### config.mk
export PLATFORM = sky130hd
export DESIGN_NAME = gameport_ctrl
export DESIGN_NICKNAME = d
export VERILOG_FILES = /design/src/rtl/gameport_ctrl.sv
export SDC_FILE = /design/constraint.sdc
export NUM_CORES = 1
export LEC_CHECK = 0
export CAP_MARGIN = 20
export CORE_UTILIZATION = 45
export CTS_CLUSTER_DIAMETER = 60
export CTS_CLUSTER_SIZE = 40
export DETAILED_ROUTE_END_ITERATION = 6
export DONT_BUFFER_PORTS = 1
export GPL_ROUTABILITY_DRIVEN = 0
export PLACE_DENSITY = 0.62
export SLEW_MARGIN = 20
export SYNTH_ARGS = -nofsm -noshare
export SYNTH_HDL_FRONTEND = slang
export SYNTH_SLANG_ARGS = --single-unit
### constraint.sdc
create_clock -name clk -period 3.25 [get_ports clk]
set_clock_uncertainty 0.15 [all_clocks]
set_input_delay 0.1625 -clock clk [delete_from_list [all_inputs] [get_ports clk]]
set_output_delay 0.1625 -clock clk [all_outputs]
set_load 0.1 [all_outputs]
### src/rtl/gameport_ctrl.sv
// Game port controller: decodes one I/O port, triggers the joystick timing
// core on a write, watches the axis one-shots until they all fall or a
// timeout expires, and returns the raw joystick status on a read.
module gameport_ctrl #(
  parameter logic [15:0] PORT_ADDR = 16'h0201,
  parameter logic [16:0] TIMEOUT   = 17'd70000,
  parameter int          EN_CYCLES = 2
) (
  input  logic        clk,
  input  logic        reset,
  input  logic [15:0] io_addr,
  input  logic        io_wr,
  input  logic        io_rd,
  output logic [7:0]  io_dout,
  output logic        io_dout_valid,
  input  logic [7:0]  joy_d,
  input  logic [3:0]  axis_mask,
  output logic        joy_en,
  output logic        busy,
  output logic        timeout_flag
);

  typedef enum logic [1:0] {
    IDLE = 2'd0,
    TRIG = 2'd1,
    RUN  = 2'd2,
    DONE = 2'd3
  } state_e;

  // Number of joy_en cycles that make up one trigger pulse.
  localparam logic [2:0] EN_LAST = 3'(EN_CYCLES);

  state_e      state_r;
  state_e      state_s;
  logic [16:0] cnt_r;
  logic [16:0] cnt_s;
  logic [16:0] cnt_inc_s;
  logic [2:0]  en_cnt_r;
  logic [2:0]  en_cnt_s;
  logic        joy_en_r;
  logic        joy_en_s;
  logic        settle_r;
  logic        settle_s;
  logic        timeout_r;
  logic        timeout_s;
  logic        busy_r;
  logic [7:0]  io_dout_r;
  logic        io_dout_valid_r;
  logic        wr_hit_s;
  logic        rd_hit_s;
  logic [3:0]  axes_live_s;

  assign wr_hit_s    = io_wr && (io_addr == PORT_ADDR);
  assign rd_hit_s    = io_rd && (io_addr == PORT_ADDR);
  // Axes that still count towards completion; masked axes are ignored.
  assign axes_live_s = joy_d[3:0] & ~axis_mask;
  // The measurement counter saturates at TIMEOUT instead of wrapping.
  assign cnt_inc_s   = (cnt_r == TIMEOUT) ? cnt_r : (cnt_r + 17'd1);

  // Next-state logic: trigger/restart handling, pulse sequencing, completion.
  always_comb begin
    state_s   = state_r;
    cnt_s     = cnt_r;
    en_cnt_s  = en_cnt_r;
    joy_en_s  = 1'b0;
    settle_s  = 1'b0;
    timeout_s = timeout_r;
    if (wr_hit_s) begin
      // A write always (re)starts a measurement from scratch.
      state_s   = TRIG;
      cnt_s     = 17'd0;
      timeout_s = 1'b0;
      if (joy_en_r) begin
        // Pulse currently high: insert one low cycle so the core sees a fresh edge.
        joy_en_s = 1'b0;
        en_cnt_s = 3'd0;
      end else begin
        joy_en_s = 1'b1;
        en_cnt_s = 3'd1;
      end
    end else begin
      case (state_r)
        IDLE: begin
          state_s = IDLE;
        end
        TRIG: begin
          if (en_cnt_r == EN_LAST) begin
            // Pulse complete; the first RUN cycle is the settle cycle.
            state_s  = RUN;
            settle_s = 1'b1;
          end else begin
            joy_en_s = 1'b1;
            en_cnt_s = en_cnt_r + 3'd1;
          end
        end
        RUN: begin
          cnt_s = cnt_inc_s;
          if (settle_r) begin
            state_s = RUN;
          end else if (axes_live_s == 4'h0) begin
            // Completion has priority over a coincident timeout.
            state_s = DONE;
          end else if (cnt_r == TIMEOUT) begin
            state_s   = DONE;
            timeout_s = 1'b1;
          end else begin
            state_s = RUN;
          end
        end
        DONE: begin
          state_s = IDLE;
        end
        default: begin
          state_s = IDLE;
        end
      endcase
    end
  end

  // Measurement state and registered control outputs.
  always_ff @(posedge clk) begin
    if (reset) begin
      state_r   <= IDLE;
      cnt_r     <= 17'd0;
      en_cnt_r  <= 3'd0;
      joy_en_r  <= 1'b0;
      settle_r  <= 1'b0;
      timeout_r <= 1'b0;
      busy_r    <= 1'b0;
    end else begin
      state_r   <= state_s;
      cnt_r     <= cnt_s;
      en_cnt_r  <= en_cnt_s;
      joy_en_r  <= joy_en_s;
      settle_r  <= settle_s;
      timeout_r <= timeout_s;
      busy_r    <= (state_s != IDLE);
    end
  end

  // Read path: capture joy_d in the strobe cycle, present it one cycle later.
  always_ff @(posedge clk) begin
    if (reset) begin
      io_dout_r       <= 8'hFF;
      io_dout_valid_r <= 1'b0;
    end else if (rd_hit_s) begin
      io_dout_r       <= joy_d;
      io_dout_valid_r <= 1'b1;
    end else begin
      io_dout_r       <= 8'hFF;
      io_dout_valid_r <= 1'b0;
    end
  end

  assign io_dout       = io_dout_r;
  assign io_dout_valid = io_dout_valid_r;
  assign joy_en        = joy_en_r;
  assign busy          = busy_r;
  assign timeout_flag  = timeout_r;

  gameport_ctrl_chk u_chk (
    .clk           (clk),
    .reset         (reset),
    .io_dout       (io_dout_r),
    .io_dout_valid (io_dout_valid_r),
    .joy_en        (joy_en_r),
    .busy          (busy_r),
    .timeout_flag  (timeout_r)
  );

endmodule

// Output invariants of the game port controller.
module gameport_ctrl_chk (
  input logic       clk,
  input logic       reset,
  input logic [7:0] io_dout,
  input logic       io_dout_valid,
  input logic       joy_en,
  input logic       busy,
  input logic       timeout_flag
);

  // Read data bus idles at all-ones.
  a_dout_idle: assert property (@(posedge clk) disable iff (reset)
    !io_dout_valid |-> (io_dout == 8'hFF));

  // The trigger is only ever driven while a measurement is in progress.
  a_en_busy: assert property (@(posedge clk) disable iff (reset)
    joy_en |-> busy);

  // A reset cycle leaves every output at its reset value.
  a_reset_vals: assert property (@(posedge clk)
    reset |=> (!busy && !joy_en && !io_dout_valid && !timeout_flag && (io_dout == 8'hFF)));

endmodule
==> results by group <==
Outcome
  • Status: finished clean

Global routing
  • Global-route track usage on met3: 0.0630
  • Antenna violations before repair: 0
  • GRT Overall Usage: 0.211
  • Met2 usage: 0.369
  • GRT busiest layer: met2
  • First-pass GRT wire length: 5770 µm
  • Met1 GRT Util: 0.224
  • Vias in the first global route: 1370
  • Remaining Overflow, GRT: 0
  • Largest net degree at the start of global routing: 21

Floorplanning
  • Die width: 61.6 µm
  • Initial Util: 0.475
  • Row count: 21
  • Number of top-level pins: 44
  • Die Area: around 3800 µm²
  • Area of the core: 3360 µm²
  • Die H: 61.6 µm

STA
  • Fin. max-slew vios: 0
  • Slew margin rel.: 0.356
  • Unrepaired setup endpoints after global routing: false
  • Fin Setup TNS: 0 ns
  • Max frequency: ~460 MHz
  • Worst Tran Pin Value: 0.965 ns
  • Period utilization: 0.669
  • Final Hold Fails: 0
  • Setup WS post-layout: ~1.1 ns
  • Hold slack final: 0.0476 ns
  • # setup viols final: 0
  • Tmin final: about 2.2 ns

Logic synthesis
  • Area contributors post-synth: dfxtp_1 44%, nand2b_1 5.1%, nor2_1 4.9%
  • Post-Synth Simple-Gate Area: 0.315
  • Synth Instances: 181
  • Share of the synthesized area in the top cell type: 0.438
  • Warnings from Yosys: 0
  • Seq cells post-synth: 35
  • Net Count, Synth: 217
  • Top FF cell, synth: dfxtp_1
  • Post-synthesis mux area share: 0.0196
  • Post-synthesis adder-cell area fraction: 0.0313
  • Largest family of logic cells by synthesized area: simple AND/OR/NAND/NOR gates
  • Async S/R FF share, synth: 0
  • Area fraction in compound gates after synthesis: 0.105
  • Synth Area in XOR/XNOR: 0.0657
  • Seq/Total Area, Yosys: 0.438
  • Biggest area consumer among synthesized cells: dfxtp_1
  • Post-Syn Area: 1600 µm²
  • Netlist cell types: 39
  • Post-Syn Area per Cell: ~9 µm²
  • Post-synth EDFFs: 0

CTS
  • CTS max path bufs: 2
  • Clk root buf: clkbuf_4
  • Reg clk slew, reported paths: 0.12 ns
  • TritonCTS clock tree: done
  • Level count of the clock H-tree: 2
  • CTS resizes: 0
  • Cts bufs inserted: 5
  • Clock tree sinks: 35
  • Insertion delay to the later sink of the worst-skew pair: 0.35 ns

Route
  • Vias: 1360
  • Antenna viol nets, final: 0
  • DRC errors left: 0
  • Drt pass-1 iters: 4
  • Routed WL: about 3500 µm
  • DR vias/cell: between 5 and 6
  • Violation count after the first detailed-route iteration: 81
  • Drt wl/cell: 14.3 µm

Critical path
  • Worst R2R Setup Slack: 1.08 ns
  • Setup crit end kind: flop
  • CP startpoint kind: flop
  • Crit path DAT: 2.31 ns
  • Data required, critical path: 3.39 ns
  • Critical path class: reg2reg
  • Worst-path maximum fanout: 6

Power
  • Total power: approximately 0.78 mW
  • Psw: between 0.15 and 0.2 mW
  • P_int: roughly 0.61 mW
  • P per Cell Area: around 420 nW/µm²
  • Gate power share: 0.031
  • Static leakage: 0.598 nW
  • Reg power frac: 0.549
  • Max VDD drop: ~360 µV
  • Power share of the clock group: 0.420
  • Sw Ratio: 0.222

Place
  • Cell Area, Placed: 1660 µm²
  • Final HPWL DP: 2400 µm
  • Dpl ws: between 1 and 1.5 ns
  • DP Cell Count: 225
  • IO Port Bufs: 0

Final layout
  • Fin cells: 243
  • Final Cell Area: 1850 µm²
  • Nets@finish: around 230
  • Fin util: 0.549
  • Syn-to-layout area delta: 15.4%
  • Fillers: between 300 and 400
  • N_diodes: 0
  • Fraction of layout cells with a size suffix above 1: 0.0812
  • Footprint of the multi-input gates: 857 µm²
  • Register area: roughly 700 µm²

Worst hold path
  • Classification of the worst-slack hold path: in2reg

Run
  • Max-cap violation count: 0
==> cells in the final DEF, fill, tap and decap left out, types with 2 or more instances in the layout <==
| master | netlist | final |
|---|---|---|
| dfxtp_1 | 35 | 35 |
| nor2_1 | 21 | 21 |
| nand2b_1 | 13 | 13 |
| nand2_1 | 10 | 10 |
| a21oi_1 | 10 | 10 |
| dlygate4sd3_1 | 0 | 10 |
| xnor2_1 | 9 | 9 |
| nor4_1 | 7 | 7 |
| nand3_1 | 7 | 7 |
| inv_1 | 6 | 6 |
| nor3_1 | 5 | 5 |
| o21ai_0 | 5 | 5 |
| or4_1 | 5 | 5 |
| clkbuf_4 | 0 | 5 |
| nor2b_1 | 4 | 4 |
| ha_1 | 4 | 4 |
| nand4_1 | 3 | 3 |
| xor2_1 | 3 | 3 |
| o31ai_1 | 3 | 3 |
| buf_4 | 0 | 3 |
| nor4b_1 | 2 | 2 |
| nand3_2 | 2 | 2 |
| or3_1 | 2 | 2 |
| mux2i_1 | 2 | 2 |
| a31oi_1 | 2 | 2 |
==> cells in the mapped netlist, types with 2 or more instances <==
cell type,instances
nand2_1,10
a31oi_1,2
o31ai_1,3
clkbuf_1,5
nand2b_1,13
nor4b_1,2
nor3_1,5
nand3_2,2
mux2i_1,2
nand4_1,3
xnor2_1,9
nor2b_1,4
inv_1,6
nor2_1,21
nor4_1,7
o21ai_0,5
or4_1,5
dfxtp_1,35
a21oi_1,10
ha_1,4
or3_1,2
xor2_1,3
nand3_1,7
==> path summary, 6_finish.rpt <==
check	end	startpoint	cells past startpoint
setup / recovery	cnt_r[14]	cnt_r[0]	5
hold / removal	io_dout_valid	io_addr[15]	3
hold reg to reg	cnt_r[15]	cnt_r[15]	2
setup reg to reg	cnt_r[14]	cnt_r[0]	5
==> power groups by stage <==
stage               registers (mW)  logic (mW)  clock network [mW]
global route                 0.429      0.0263               0.353
floorplan                    0.438      0.0119                   0
finish                       0.429      0.0242               0.329
detailed placement           0.438      0.0133                   0
global placement             0.438      0.0129                   0
CTS                          0.429      0.0242               0.338
==> kinds of logic (layout without fill, tap and decap cells) <==
| logic type | Yosys count | in the layout |
|---|---|---|
| AOI/OAI and AO/OA | 27 | 27 |
| xor gates and xnor gates | 12 | 12 |
| adders and majority gates | 4 | 4 |
| buffers and inverters | 11 | 27 |
| DFF | 35 | 35 |
| muxes | 3 | 3 |
| and+or+nand+nor | 89 | 89 |
==> state kept, by name, indices dropped and copies added, names as in the netlist <==
signal and cells:
io_dout_valid 1, timeout_flag 1, settle_r 1, en_cnt_r 3, cnt_r 17, state_r 2
io_dout 8, joy_en 1, busy 1
==> what timing repair did <==
item	in CTS	in global routing
endpoints found under the hold margin	15	0
endpoints found under the setup margin	0	0
setup buffers	0	0
hold buffers	10	0
==> per-layer routing <==
layer	part of all wire	up-vias
met2	0.52	32
met1	0.42	645
met3	0.040	8
met5	0	-
li1	-	675
met4	0.017	0
==> worst max-delay path, stage by stage, from the launching register on <==
cell	delay, ns
dfxtp_1	0.42
ha_1	0.21
nand3_2	0.15
or4_4	0.56
or4_1	0.47
a21oi_1	0.15
==> cell type report <==
type / instances / area share
multi-input cells: 135 / 0.464
flip-flops and latches: 35 / 0.380
repair buffers: 13 / 0.0664
well taps: 46 / 0.0312
clock inverters: 3 / 0.0258
clock buffers: 5 / 0.0203
inverters: 6 / 0.0122
Note: power is estimated with default switching activity, not from simulation.
